<file path="config.mk">
export PLATFORM = sky130hd
export DESIGN_NAME = sdram_wr_feeder
export DESIGN_NICKNAME = d
export VERILOG_FILES = /design/src/rtl/sdram_wr_feeder.sv
export SDC_FILE = /design/constraint.sdc
export NUM_CORES = 1
export LEC_CHECK = 0
export CAP_MARGIN = 20
export CORE_ASPECT_RATIO = 1.2
export CORE_MARGIN = 3
export CORE_UTILIZATION = 25
export DETAILED_ROUTE_END_ITERATION = 8
export PLACE_DENSITY_LB_ADDON = 0.1
export SYNTH_ARGS = -nofsm -noshare
export SYNTH_HDL_FRONTEND = slang
export SYNTH_SLANG_ARGS = --single-unit
</file>
<file path="constraint.sdc">
create_clock -name clk -period 6.37 [get_ports clk]
set_input_delay 0.9555 -clock clk [delete_from_list [all_inputs] [get_ports clk]]
set_output_delay 0.9555 -clock clk [all_outputs]
set_load 0.005 [all_outputs]
</file>
<file path="src/rtl/sdram_wr_feeder.sv">
// Write-side feeder for mdy_sdram: buffers a 16-bit stream in a small FIFO and
// issues sequential wr_req/waddr/wdata requests, holding each one until wr_ack.
module sdram_wr_feeder #(
   parameter int DATA_W     = 16,
   parameter int ADDR_W     = 22,
   parameter int FIFO_DEPTH = 16,
   parameter int CNT_W      = 5
) (
   input  logic              clk,
   input  logic              rst,
   input  logic              start,
   input  logic [ADDR_W-1:0] cfg_addr,
   input  logic [ADDR_W-1:0] cfg_len,
   input  logic [DATA_W-1:0] din,
   input  logic              din_vld,
   output logic              din_rdy,
   output logic              wr_req,
   output logic [ADDR_W-1:0] waddr,
   output logic [DATA_W-1:0] wdata,
   input  logic              wr_ack,
   output logic              busy,
   output logic              done,
   output logic              overflow,
   output logic [CNT_W-1:0]  fifo_cnt
);

   localparam int PTR_W = $clog2(FIFO_DEPTH);

   typedef enum logic [1:0] {IDLE, LOAD, REQ, DONE} state_t;

   state_t            r_state;
   logic [DATA_W-1:0] r_mem [FIFO_DEPTH];
   logic [PTR_W-1:0]  r_wp, r_rp;
   logic [CNT_W-1:0]  r_cnt;
   logic [ADDR_W-1:0] r_cur, r_remain, r_waddr;
   logic [DATA_W-1:0] r_wdata;
   logic              r_wr_req, r_busy, r_done, r_ovf;

   logic w_full, w_push, w_pop, w_start_ok;

   assign w_full     = (r_cnt == CNT_W'(FIFO_DEPTH));
   assign w_push     = din_vld & ~w_full;
   assign w_pop      = (r_state == REQ) & wr_ack;
   assign w_start_ok = start & (r_state == IDLE);

   assign din_rdy  = ~w_full;
   assign wr_req   = r_wr_req;
   assign waddr    = r_waddr;
   assign wdata    = r_wdata;
   assign busy     = r_busy;
   assign done     = r_done;
   assign overflow = r_ovf;
   assign fifo_cnt = r_cnt;

   always_ff @(posedge clk) begin
      if (w_push) r_mem[r_wp] <= din;
   end

   always_ff @(posedge clk or posedge rst) begin
      if (rst) begin
         r_wp  <= '0;
         r_rp  <= '0;
         r_cnt <= '0;
         r_ovf <= 1'b0;
      end else begin
         if (w_push) r_wp <= r_wp + 1'b1;
         if (w_pop)  r_rp <= r_rp + 1'b1;
         case ({w_push, w_pop})
            2'b10:   r_cnt <= r_cnt + 1'b1;
            2'b01:   r_cnt <= r_cnt - 1'b1;
            default: r_cnt <= r_cnt;
         endcase
         // A drop in the same cycle as an accepted start still flags overflow
         if (din_vld & w_full)
            r_ovf <= 1'b1;
         else if (w_start_ok)
            r_ovf <= 1'b0;
      end
   end

   always_ff @(posedge clk or posedge rst) begin
      if (rst) begin
         r_state  <= IDLE;
         r_cur    <= '0;
         r_remain <= '0;
         r_waddr  <= '0;
         r_wdata  <= '0;
         r_wr_req <= 1'b0;
         r_busy   <= 1'b0;
         r_done   <= 1'b0;
      end else begin
         case (r_state)
            IDLE: begin
               r_done <= 1'b0;
               if (start) begin
                  r_cur    <= cfg_addr;
                  r_remain <= cfg_len;
                  if (cfg_len == '0) begin
                     r_done  <= 1'b1;
                     r_state <= DONE;
                  end else begin
                     r_busy  <= 1'b1;
                     r_state <= LOAD;
                  end
               end
            end
            LOAD: begin
               if (r_cnt != '0) begin
                  r_waddr  <= r_cur;
                  r_wdata  <= r_mem[r_rp];
                  r_wr_req <= 1'b1;
                  r_state  <= REQ;
               end
            end
            REQ: begin
               if (wr_ack) begin
                  r_wr_req <= 1'b0;
                  r_cur    <= r_cur + 1'b1;
                  r_remain <= r_remain - 1'b1;
                  if (r_remain == ADDR_W'(1)) begin
                     r_busy  <= 1'b0;
                     r_done  <= 1'b1;
                     r_state <= DONE;
                  end else begin
                     r_state <= LOAD;
                  end
               end
            end
            DONE: begin
               r_done  <= 1'b0;
               r_busy  <= 1'b0;
               r_state <= IDLE;
            end
            default: r_state <= IDLE;
         endcase
      end
   end

endmodule

</file>
==> impl_metrics.py <==
metrics = {
    "detailed_routing": {
        "wl_per_cell_um": 21.8,
        "drt_iter0_markers": 548,
        "final_antenna_net_count": 0,
        "drc_errors": 0,
        "via_per_inst": 4.72,
        "vias": 9020,
        "drt_wl_total_um": 41600,
        "drtPass1Iterations": 4,
    },
    "synthesis": {
        "synth_area_per_cell_um2": 15.7,
        "synth_top_area_share_pct": 50.7,
        "synth_common_cells": "edfxtp_1 (256), dfrtp_1 (101), mux4_2 (64)",
        "synth_seq_cells": 357,
        "seq_area_frac_synth_pct": 67.3,
        "netlist_instances": 967,
        "synthArstFlopShare_pct": 28.3,
        "synth_fp_nets": 1044,
        "synthFlopType": "edfxtp_1",
        "yosys_warnings": 0,
        "post_synth_num_cell_types": 73,
        "synth_area_leaders": "edfxtp_1 (51%), dfrtp_1 (17%), mux4_2 (9.5%)",
        "syn_area_um2": 15200,
        "synth_top_cell_by_area": "edfxtp_1",
        "synth_edf_count": 256,
        "synth.most_common_cell": "edfxtp_1",
    },
    "worst_setup_path": {
        "arrival_ns": 3.94,
        "cp_top_family": "buffers and inverters",
        "cp_num_buf_inv": 2,
        "crit_top_cell": "ha_1",
        "reg2reg_to": "fifo_cnt[4]",
        "crit_chain": "nor2b_4 -> buf_4 -> nand2_1 -> inv_1 -> ha_1 -> xor2_1 -> ha_1 -> o211a_1 -> o31ai_1 -> a31oi_1 -> xnor2_1",
        "reg2reg_slack_ns": 2.89,
        "crit_required_ns": 6.83,
        "r2r.worst_path.cells": 11,
        "startpoint_type": "register",
        "reg2reg_from": "r_state[1]",
        "cp_max_fo": 67,
        "critPathSlowestCell": "dfrtp_1",
        "crit_type": "reg -> reg",
        "cp_slowest_stage_delay_ns": 0.73,
        "worstSetupEndpointType": "register",
    },
    "timing": {
        "setup_viol": 0,
        "drv_slew": 0,
        "max_freq_mhz": 287,
        "tightestPinTransition_ns": 1.09,
        "setup_tns_ns": 0,
        "fin_crit_ns": 3.48,
        "period_share_pct": 54.7,
        "finClkSkew_ns": 0.0261,
        "max-slew-margin-rel_pct": 27.5,
        "hold_viol": 0,
        "rsz0062_at_grt": "false",
    },
    "finish": {
        "antenna_cells": 0,
        "post-route-util_pct": 31.2,
        "n_fill_cell": 6033,
        "layout-drive-gt1-share_pct": 19.8,
        "syn2layout_area_growth_pct": 23.0,
        "nets": 1153,
        "multi_input_area_um2": 4680,
        "seqCellArea_um2": 10200,
    },
    "clock_network": {
        "clock_latency_ns": 0.58,
        "clock-sinks": 357,
        "numCtsBuffers": 43,
        "cts_tree": "yes",
        "clk_pin_slew_ns": 0.06,
        "post_cts_buffers": 0,
        "postCtsHoldBufs": 0,
        "htreeDepth": 2,
        "cts_resized": 0,
        "clockRootBuffer": "clkbuf_16",
        "clk_path_buf_depth": 3,
    },
    "place": {
        "io_buffers": 112,
        "place_congestion": 0.717,
        "place_hpwl_um": 26900,
    },
    "grt": {
        "grt_pass1_vias": 9450,
        "grt_start_max_net_pins": 68,
        "grt_pass1_wl_um": 62900,
        "grt.total_usage_pct": 13.1,
        "antenna_found_initial": 0,
        "overflow": 0,
    },
    "worst_hold_path": {
        "hold_depth": 1,
        "hold_end": "overflow",
        "min_path_type": "reg -> reg",
        "hold_start": "overflow",
    },
    "power": {
        "powerDensity_nw_per_um2": 464,
        "vdd_drop_max_mv": 0.172,
        "p_leak_nw": 6.13,
    },
    "floorplanning": {
        "start_util_pct": 25.4,
        "core.rowCount": 98,
        "die_w_um": 231,
        "core_area_um2": 59800,
        "die_h_um": 276,
        "pin_count": 113,
        "fp.dieArea_um2": 63700,
    },
    "outcome": {
        "status": "finished clean",
    },
    "flow_run": {
        "maxCapViolations": 0,
    },
}
report_power, final:
part	switching (mW)	internal, mW
logic	1.33	1.30
clock network	1.01	1.45
registers	0.563	2.99
cell families after synthesis:
| family | Yosys count | synth area share (%) |
|---|---|---|
| flops | 357 | 67.3 |
| fa+ha+maj | 12 | 0.989 |
| buf+inv | 80 | 2.41 |
| compound gates | 195 | 8.33 |
| simple gates | 206 | 7.73 |
| mux | 106 | 12.6 |
| xor+xnor | 11 | 0.635 |
metrics by stage:
step | cell area (um^2) | hold slack [ns] | setup slack [ns] | total power [mW] | cells
after global placement | 17200 | 0.485 | 2.90 | 6.30 | 1827
after floorplan | 15200 | 0.474 | 2.77 | 5.19 | 967
after detailed placement | 17200 | 0.487 | 2.88 | 6.30 | 1827
final | 18700 | 0.501 | 2.89 | 8.65 | 1911
after global routing | 18700 | 0.521 | 2.51 | 9.19 | 1911
after CTS | 18600 | 0.501 | 2.87 | 8.84 | 1907
layout by cell type (no fill, tap or decap), types with 5 or more instances in the layout:
master / n
o22ai_1: 48
a21o_1: 5
inv_1: 13
nor2_2: 12
nor4_1: 14
nor3_2: 5
mux4_2: 64
a21oi_1: 56
buf_4: 13
clkbuf_16: 43
clkinv_1: 12
mux2_2: 40
nor2_1: 32
o21ai_0: 25
and4_1: 7
nor4b_1: 8
ha_1: 12
xnor2_1: 8
nand3_1: 16
a2bb2oi_1: 10
and3_1: 5
nand2b_1: 7
clkdlybuf4s50_1: 112
nand4_1: 17
clkinv_2: 9
a211oi_1: 6
a311oi_1: 5
edfxtp_1: 256
bufinv_16: 5
dfrtp_1: 99
or4_1: 6
nand2_1: 46
flip-flops by register name (all words and copies together), names as in the netlist:
signal	flops
busy	1
done	1
fifo_cnt	5
overflow	1
r_cur	22
r_mem	256
r_remain	22
r_rp	4
r_state	2
r_wp	4
waddr	22
wdata	16
wr_req	1
metal layers:
metal	track usage (%)	up-vias	part of all wire [%]
li1	-	4104	-
met5	0	-	0
met3	2.43	59	4.1
met1	17.3	4650	44
met4	3.21	0	2.0
met2	22.3	207	49
area by class of cell:
| cell class | count | share of cell area, % |
|---|---|---|
| Timing Repair Buffer | 129 | 6.90 |
| Inverter | 15 | 0.315 |
| Sequential cell | 357 | 54.8 |
| Tap cell | 800 | 5.36 |
| Clock inverter | 33 | 1.76 |
| Multi-Input combinational cell | 530 | 25.1 |
| Clock buffer | 47 | 5.85 |
worst max-delay path by stage:
| stage | end | from | cells past startpoint | slack (ns) |
|---|---|---|---|---|
| 3_3_place_gp | fifo_cnt[4] | wr_ack | 10 | 2.90 |
| 3_5_place_dp | fifo_cnt[4] | r_state[1] | 11 | 2.88 |
| 4_1_cts | fifo_cnt[4] | r_state[1] | 11 | 2.87 |
| 6_report | fifo_cnt[4] | r_state[1] | 11 | 2.89 |
| 2_1_floorplan | busy | rst | 1 | 2.77 |
| 5_1_grt | fifo_cnt[4] | r_state[1] | 11 | 2.51 |
(Power assumes the default switching activity.)
